--- src/rtl/audio_pkg.sv ---
// Shared constants and types for the I2S audio DAC transmit path.
package audio_pkg;
  localparam int DATA_W_DEF = 16;
  localparam int UNDERRUN_W = 8;

  typedef struct packed {
    logic [DATA_W_DEF-1:0] left;
    logic [DATA_W_DEF-1:0] right;
  } frame_t;
endpackage

--- src/rtl/sample_fifo.sv ---
// Stereo frame FIFO; full_nxt is the full state after this cycle's push/pop.
module sample_fifo #(
  parameter int WIDTH = 32,
  parameter int DEPTH = 4
) (
  input  logic             CLK,
  input  logic             rst,
  input  logic             push,
  input  logic [WIDTH-1:0] din,
  input  logic             pop,
  output logic [WIDTH-1:0] dout,
  output logic             full,
  output logic             empty,
  output logic             full_nxt
);
  localparam int AW = $clog2(DEPTH);

  logic [WIDTH-1:0] mem [DEPTH];
  logic [AW:0]      wr_ptr, rd_ptr, cnt, cnt_nxt;
  logic             do_push, do_pop;

  assign cnt      = wr_ptr - rd_ptr;
  assign full     = (cnt == (AW+1)'(DEPTH));
  assign empty    = (cnt == '0);
  assign do_push  = push & ~full;
  assign do_pop   = pop & ~empty;
  assign cnt_nxt  = cnt + (AW+1)'(do_push) - (AW+1)'(do_pop);
  assign full_nxt = (cnt_nxt == (AW+1)'(DEPTH));
  assign dout     = mem[rd_ptr[AW-1:0]];

  always_ff @(posedge CLK) begin
    if (!rst) begin
      wr_ptr <= '0;
      rd_ptr <= '0;
    end else begin
      if (do_push) begin
        mem[wr_ptr[AW-1:0]] <= din;
        wr_ptr <= wr_ptr + (AW+1)'(1);
      end
      if (do_pop) rd_ptr <= rd_ptr + (AW+1)'(1);
    end
  end
endmodule

--- src/rtl/audio_dac_i2s_tx.sv ---
// I2S DAC transmitter: buffers stereo frames and serializes them against
// codec-driven BCLK/LRCK, which are synchronized into the CLK domain.
module audio_dac_i2s_tx import audio_pkg::*; #(
  parameter int DATA_W     = DATA_W_DEF,
  parameter int FIFO_DEPTH = 4
) (
  input  logic                  CLK,
  input  logic                  rst,
  input  logic [DATA_W-1:0]     s_left,
  input  logic [DATA_W-1:0]     s_right,
  input  logic                  s_valid,
  output logic                  s_ready,
  input  logic                  AUD_BCLK,
  input  logic                  AUD_DACLRCK,
  output logic                  AUD_DACDAT,
  output logic                  underrun,
  output logic [UNDERRUN_W-1:0] underrun_cnt
);
  localparam int CW = $clog2(DATA_W + 2);
  localparam logic [CW-1:0] CNT_DONE = CW'(DATA_W + 1);

  // [0],[1] synchronizer stages, [2] history for edge detection
  logic [2:0] bclk_sy, lrck_sy;
  logic       bclk_fall, lrck_fall, lrck_rise;

  logic [2*DATA_W-1:0] fifo_dout;
  logic                fifo_full, fifo_empty, fifo_full_nxt, fifo_push;

  logic [DATA_W-1:0] sr, right_hold;
  logic [CW-1:0]     bit_cnt;
  logic              aligned;

  assign bclk_fall = bclk_sy[2] & ~bclk_sy[1];
  assign lrck_fall = lrck_sy[2] & ~lrck_sy[1];
  assign lrck_rise = ~lrck_sy[2] & lrck_sy[1];
  assign fifo_push = s_valid & s_ready & ~fifo_full;

  sample_fifo #(.WIDTH(2*DATA_W), .DEPTH(FIFO_DEPTH)) u_fifo (
    .CLK      (CLK),
    .rst      (rst),
    .push     (fifo_push),
    .din      ({s_left, s_right}),
    .pop      (lrck_fall),
    .dout     (fifo_dout),
    .full     (fifo_full),
    .empty    (fifo_empty),
    .full_nxt (fifo_full_nxt)
  );

  always_ff @(posedge CLK) begin
    if (!rst) begin
      bclk_sy      <= '0;
      lrck_sy      <= '0;
      s_ready      <= 1'b0;
      sr           <= '0;
      right_hold   <= '0;
      bit_cnt      <= '0;
      aligned      <= 1'b0;
      AUD_DACDAT   <= 1'b0;
      underrun     <= 1'b0;
      underrun_cnt <= '0;
    end else begin
      bclk_sy <= {bclk_sy[1:0], AUD_BCLK};
      lrck_sy <= {lrck_sy[1:0], AUD_DACLRCK};
      s_ready <= ~fifo_full_nxt;

      if (lrck_fall) begin
        aligned <= 1'b1;
        if (fifo_empty) begin
          sr         <= '0;
          right_hold <= '0;
          underrun   <= 1'b1;
          if (underrun_cnt != '1) underrun_cnt <= underrun_cnt + 1'b1;
        end else begin
          sr         <= fifo_dout[2*DATA_W-1:DATA_W];
          right_hold <= fifo_dout[DATA_W-1:0];
        end
      end else if (lrck_rise && aligned) begin
        sr <= right_hold;
      end

      // Slot after each LRCK edge is the I2S one-bit delay, always 0
      if (lrck_fall || lrck_rise) begin
        bit_cnt <= bclk_fall ? CW'(1) : '0;
        if (bclk_fall) AUD_DACDAT <= 1'b0;
      end else if (bclk_fall) begin
        if (bit_cnt != CNT_DONE) bit_cnt <= bit_cnt + CW'(1);
        if (!aligned || bit_cnt == '0 || bit_cnt == CNT_DONE) begin
          AUD_DACDAT <= 1'b0;
        end else begin
          AUD_DACDAT <= sr[DATA_W-1];
          sr         <= {sr[DATA_W-2:0], 1'b0};
        end
      end
    end
  end
endmodule

--- config.mk ---
export PLATFORM = sky130hd
export DESIGN_NAME = audio_dac_i2s_tx
export DESIGN_NICKNAME = d
export VERILOG_FILES = /design/src/rtl/audio_pkg.sv /design/src/rtl/sample_fifo.sv /design/src/rtl/audio_dac_i2s_tx.sv
export SDC_FILE = /design/constraint.sdc
export NUM_CORES = 1
export LEC_CHECK = 0
export ABC_AREA = 0
export BUFFER_PORTS_ARGS = -buffer_cell sky130_fd_sc_hd__buf_2
export CORE_MARGIN = 2
export CORE_UTILIZATION = 59
export DETAILED_ROUTE_END_ITERATION = 8
export MAX_ROUTING_LAYER = met4
export PLACE_DENSITY_LB_ADDON = 0.12
export RECOVER_POWER = 50
export SETUP_SLACK_MARGIN = 0.4
export SKIP_LAST_GASP = 1
export SLEW_MARGIN = 20
export SYNTH_ARGS = -nofsm -noshare
export SYNTH_HDL_FRONTEND = slang
export SYNTH_HIERARCHICAL = 1
export SYNTH_SLANG_ARGS = --single-unit
--- constraint.sdc ---
create_clock -name CLK -period 6.7 [get_ports CLK]
set_input_delay 0 -clock CLK [delete_from_list [all_inputs] [get_ports CLK]]
set_output_delay 0 -clock CLK [all_outputs]
set_load 0.05 [all_outputs]
# Word level (Yosys, flattened, before mapping)
# Memories as Yosys holds them, arrays and structs flattened. A register that Yosys moved wholly into a read port is not among the register bits.
# Cells that the tools add are included.
# word_totals
regBits,61
ram_bits,128
output_inout_bits,11
word_cells,70
memories,1
# memory_table
memory,depth,word_bits,rd,rd_clocked_by_memory_dff,wr,line_no,source
u_fifo.mem,4,32,1,1,1,sample_fifo.sv:18,logic [WIDTH-1:0] mem [DEPTH];
# op_classes
addsub,7
eq_ne,5
muxes,20
n_bitwise,13
reduce_logical,12
# ops
op,count
$mux 16,7
$mux 5,3
$add 8x1->8 const B,1
$mux 1,8
$ne 8x8->1 const B,1
$and 1x1->1,7
$add 3x1->3 const B,2
$eq 3x3->1 const B,2
$not 1->1,6
$add 5x1->5 const B,1
$eq 5x5->1 const B,1
$logic_not 5->1,1
$ne 5x5->1 const B,1
$mux 2,2
$reduce_and 2->1,2
$reduce_bool 2->1,2
$add 3x1->3,1
$logic_not 3->1,1
$logic_or 1x1->1,3
$reduce_and 3->1,1
$sub 3x1->3,1
$sub 3x3->3,1
$logic_and 1x1->1,1
$logic_not 1->1,1

# Depth between registers and ports, before layout
# logic_depth
depth_word,9
ltp_mapped,17
depth_no_buf,17

# By module
# The synthesis kept the hierarchy.
# modules_own_cells
module,n_inst,cells_each,area_per_inst_um2
sample_fifo,1,229,5196.2
audio_dac_i2s_tx,1,266,2402.3

# Worst setup path before layout
# OpenSTA, ideal clock, no wires.
# synth_timing
path_kind,flip-flop to flip-flop
from,register u_fifo.wr_ptr[0]
to,register s_ready
t_arrival_ns,3.117
t_required_ns,6.574
slack_ns,3.457
stages_incl_launch_ff,18
period_less_slack_ns,3.243
cell_sequence,dfxtp_1 inv_1 ha_1 fa_1 nand2_1 nor2_1 nor2_1 o21a_4 inv_1 ha_1 inv_1 ha_1 inv_1 fa_1 xor2_1 xnor2_1 nor3b_1 nor2_1
# synth_via
elab_chain_len,9
word_cells_on_any_way,12
classes_between,add/sub: 3; eq/ne: 2; bitwise: 6; reduce/logical: 1
# synth_rtl
item,line_no,source
from (decl),sample_fifo.sv:19,"logic [AW:0] wr_ptr, rd_ptr, cnt, cnt_nxt;"
from (signal assigned),sample_fifo.sv:38,wr_ptr <= wr_ptr + (AW+1)'(1);
$sub 3x3->3,sample_fifo.sv:22,assign cnt = wr_ptr - rd_ptr;
$eq 3x3->1,sample_fifo.sv:23,assign full = (cnt == (AW+1)'(DEPTH));
via fifo_full,audio_dac_i2s_tx.sv:27,"logic fifo_full, fifo_empty, fifo_full_nxt, fifo_push;"
$not 1->1,audio_dac_i2s_tx.sv:36,assign fifo_push = s_valid & s_ready & ~fifo_full;
$and 1x1->1,audio_dac_i2s_tx.sv:36,
via fifo_push,audio_dac_i2s_tx.sv:27,
$and 1x1->1,sample_fifo.sv:25,assign do_push = push & ~full;
$add 3x1->3,sample_fifo.sv:27,assign cnt_nxt = cnt + (AW+1)'(do_push) - (AW+1)'(do_pop);
$sub 3x1->3,sample_fifo.sv:27,
$eq 3x3->1,sample_fifo.sv:28,assign full_nxt = (cnt_nxt == (AW+1)'(DEPTH));
via fifo_full_nxt,audio_dac_i2s_tx.sv:27,
$not 1->1,audio_dac_i2s_tx.sv:65,s_ready <= ~fifo_full_nxt;
to (signal assigned),audio_dac_i2s_tx.sv:65,
to (decl),audio_dac_i2s_tx.sv:12,"output logic s_ready,"
# The timed path passes the listed nets, and every way through them passes these cells.
# A chain may end at the register's enable or synchronous reset.

# Final worst setup path
# Same ends and word-level chain as after synthesis.

==> impl_metrics.env <==
export IMPL_outcome="finished clean"
export IMPL_yosysWarnings=6
export IMPL_post_cts_buffers=0
export IMPL_clk_latency_ns=0.42
export IMPL_htreeDepth=4
export IMPL_layout_nets=632
export IMPL_rows=41
export IMPL_cts_sinks=191
export IMPL_power_frac_comb_pct=4.3
export IMPL_ys_types=48
export IMPL_grt_pass1_vias=4399
export IMPL_syn_num_nets=548
export IMPL_worstRegToRegCells=17
export IMPL_cts_buffers=17
export IMPL_slew_viol_final=0
export IMPL_wire_per_inst_microns=17.8
export IMPL_synthArstFlopShare_pct=0
export IMPL_period_minus_slack_ns=3.63
export IMPL_die_w_microns=117
export IMPL_clk_path_buf_depth=2
export IMPL_clockPowerShare_pct=40.2
export IMPL_r2r_start="u_fifo/wr_ptr[0]$_SDFFE_PN0P_"
export IMPL_rr_endpoint="s_ready$_SDFF_PN0_"
export IMPL_utilization_pct=69.7
export IMPL_via_count=4273
export IMPL_p_leak_nw=3.07
export IMPL_start_util_pct=60.2
export IMPL_min_to="u_fifo/wr_ptr[2]$_SDFFE_PN0P_"
export IMPL_syn2layout_area_growth_pct=15.7
export IMPL_powerDensity_nw_per_um2=263
export IMPL_grt_max_degree=40
export IMPL_core_sq_um=12600
export IMPL_fin_setup_tns_ns=0
export IMPL_finClkSkew_ns=0.00774
export IMPL_antenna_found_initial=0
export IMPL_rsz0062_at_grt="no"
export IMPL_vias_per_cell=5.60
export IMPL_netlist_instances=495
export IMPL_cts_clk_slew_worst_paths_ns=0.07
export IMPL_yosysTopAreaCell="edfxtp_1"
export IMPL_critPathRequiredTime_ns=6.97
export IMPL_dp_cells=698
export IMPL_synth_yosys_seq_area_share_pct=67.2
export IMPL_power_share_sequential_pct=55.5
export IMPL_grt_ovfl_total=0
export IMPL_io_pins=48
export IMPL_synth_area_top_cells="edfxtp_1 (51%), dfxtp_1 (17%), mux4_2 (9.5%)"
export IMPL_start_kind="flip-flop"
export IMPL_place_congestion=0.784
export IMPL_drc=0
export IMPL_worst_ir_drop_vdd_uv=239
export IMPL_fillers=877
export IMPL_layout_common_cells="edfxtp_1 (128), dfxtp_1 (62), clkbuf_1 (44)"
export IMPL_arrival_ns=3.91
export IMPL_cts_tree="built"
export IMPL_instances_no_fill=763
export IMPL_criticalPathCategory="flip-flop to flip-flop"
export IMPL_internal_power_mw=1.83
export IMPL_syn_avg_cell_area_sq_um=15.4
export IMPL_drive_gt1_share_pct=12.5
export IMPL_hold_depth=5
export IMPL_multiInputGateArea_sq_um=2290
export IMPL_relSlewSlack_pct=29.2
export IMPL_swShare_pct=20.9
export IMPL_finalCritPeriodShare_pct=54.2
export IMPL_setup_viol=0
export IMPL_synth_top_cell_area_share_pct=50.6
export IMPL_track_usage_pct=21.5
export IMPL_portBuffers=47
export IMPL_ys_seq_elements=191
export IMPL_synth_area_sq_um=7600
export IMPL_synthFlopType="edfxtp_1"
export IMPL_synth_edf_count=128
export IMPL_cap_violations=0
export IMPL_hold_viol=0
export IMPL_hold_ws_ns=0.0788
export IMPL_stdcell_area_sq_um=8790
export IMPL_max_freq_mhz=275
export IMPL_totalWireLength_microns=13600
export IMPL_cp_max_fo=7
export IMPL_die_area_sq_um=13800
export IMPL_p_sw_mw=0.483
export IMPL_initialDrtViolationCount=257
export IMPL_dp_hpwl_microns=8160
export IMPL_worst_slew_pin_slew_ns=1.06
export IMPL_antenna_cells=0
export IMPL_hold_path_startpoint="s_valid"
export IMPL_hold_class="input pin to flip-flop"
export IMPL_grt_pass1_wl_microns=22000
export IMPL_regArea_sq_um=5110
export IMPL_die_h_microns=117
export IMPL_first_pass_iters=4
export IMPL_final_common_cell="edfxtp_1"
export IMPL_cts_root_buffer="clkbuf_16"
export IMPL_placed_cell_area_sq_um=8000
export IMPL_cts_resized_gates=0
export IMPL_worst_setup_path_end_kind="flip-flop"
export IMPL_reg2reg_slack_ns=3.07
export IMPL_ant_nets=0
worst max-delay path, cell delays in order (launching register included):
cell and delay, ns:
dfxtp_1 0.38, inv_1 0.11, ha_1 0.22, fa_1 0.37, xnor3_1 0.37, nor2_1 0.07, nor2_1 0.14, o21a_1 0.29
inv_1 0.09, ha_1 0.30, inv_1 0.06, ha_1 0.13, inv_1 0.05, fa_1 0.37, xor2_1 0.16, xnor2_1 0.13
nor3b_1 0.18, nor2_1 0.07
area by class of cell:
type | count | area share (%)
clock buffer | 17 | 4.84
clock inverter | 14 | 1.37
inverter | 14 | 0.598
multi-input combinational | 266 | 26.1
sequential | 191 | 58.1
tap | 172 | 2.45
timing repair buffer | 89 | 6.60
timing repair:
| item | in CTS | in global routing |
|---|---|---|
| hold buffers | 34 | 0 |
| setup endpoints to repair | 0 | 0 |
| hold endpoints to repair | 130 | 0 |
logic make-up after synthesis:
group	synth area share [%]
AO/OA/AOI/OAI	6.09
multiplexers	12.6
AND/OR/NAND/NOR	8.00
flip-flops	67.2
buffers and inverters	2.24
adder cells (fa/ha/maj)	2.83
XOR/XNOR	1.00
Yosys cell counts (2+ instances only):
cell type  count
edfxtp_1     128
nand2b_1       5
o31ai_1        2
nor2_1        28
fa_1           2
nor2b_1       18
dfxtp_1       63
nor3_1         3
ha_1          14
o21ai_0       17
or4_1          2
inv_1         14
and3_1         4
nand3b_1       2
a22o_1        15
o211a_1        2
clkbuf_1      10
buf_1          4
a21oi_1       20
buf_6          2
nand4_1        3
buf_2          7
o21a_1         3
mux2i_1       24
nand3_1        6
xor2_1         5
mux4_2        32
and2_1         7
nand2_1       34
metrics by stage:
| step | total power [mW] | setup slack (ns) |
|---|---|---|
| finish | 2.31 | 3.07 |
| global route | 2.38 | 2.79 |
| CTS | 2.33 | 3.15 |
| detailed placement | 1.40 | 3.15 |
| global placement | 1.39 | 3.32 |
| floorplan | 1.36 | 3.46 |
registers in the layout (all words and copies together) (netlist names), 3 cells and up, named ones only:
register and count:
u_fifo/mem 128, right_hold 16, sr 16, underrun_cnt 8, bit_cnt 5, bclk_sy 3
lrck_sy 3, u_fifo/rd_ptr 3, u_fifo/wr_ptr 3
metal layers:
layer / vias to the layer above / track usage (%) / wire (microns)
met2: 100 / 36.4 / 6880
met4: 0 / 8.21 / 267
li1: 2021 / - / -
met1: 2133 / 25.8 / 5870
met5: - / - / 0
met3: 19 / 4.26 / 573
power groups by stage:
| stage | sequential, mW | combinational (mW) | clock (mW) |
|---|---|---|---|
| floorplan | 1.31 | 0.0516 | 0 |
| detailed placement | 1.31 | 0.0898 | 0 |
| finish | 1.28 | 0.100 | 0.927 |
| global placement | 1.31 | 0.0868 | 0 |
| CTS | 1.28 | 0.106 | 0.944 |
| global route | 1.28 | 0.111 | 0.987 |
worst max path at each step:
| stage | to | slack, ns | startpoint | cells past startpoint |
|---|---|---|---|---|
| finish | s_ready$_SDFF_PN0_ | 3.07 | u_fifo/wr_ptr[0]$_SDFFE_PN0P_ | 17 |
| global route | s_ready$_SDFF_PN0_ | 2.79 | u_fifo/wr_ptr[0]$_SDFFE_PN0P_ | 17 |
| CTS | s_ready$_SDFF_PN0_ | 3.15 | u_fifo/wr_ptr[0]$_SDFFE_PN0P_ | 17 |
| detailed placement | s_ready$_SDFF_PN0_ | 3.15 | u_fifo/wr_ptr[0]$_SDFFE_PN0P_ | 17 |
| global placement | s_ready$_SDFF_PN0_ | 3.32 | u_fifo/wr_ptr[0]$_SDFFE_PN0P_ | 17 |
| floorplan | s_ready$_SDFF_PN0_ | 3.46 | u_fifo/wr_ptr[0]$_SDFFE_PN0P_ | 17 |
(Power assumes the default switching activity.)
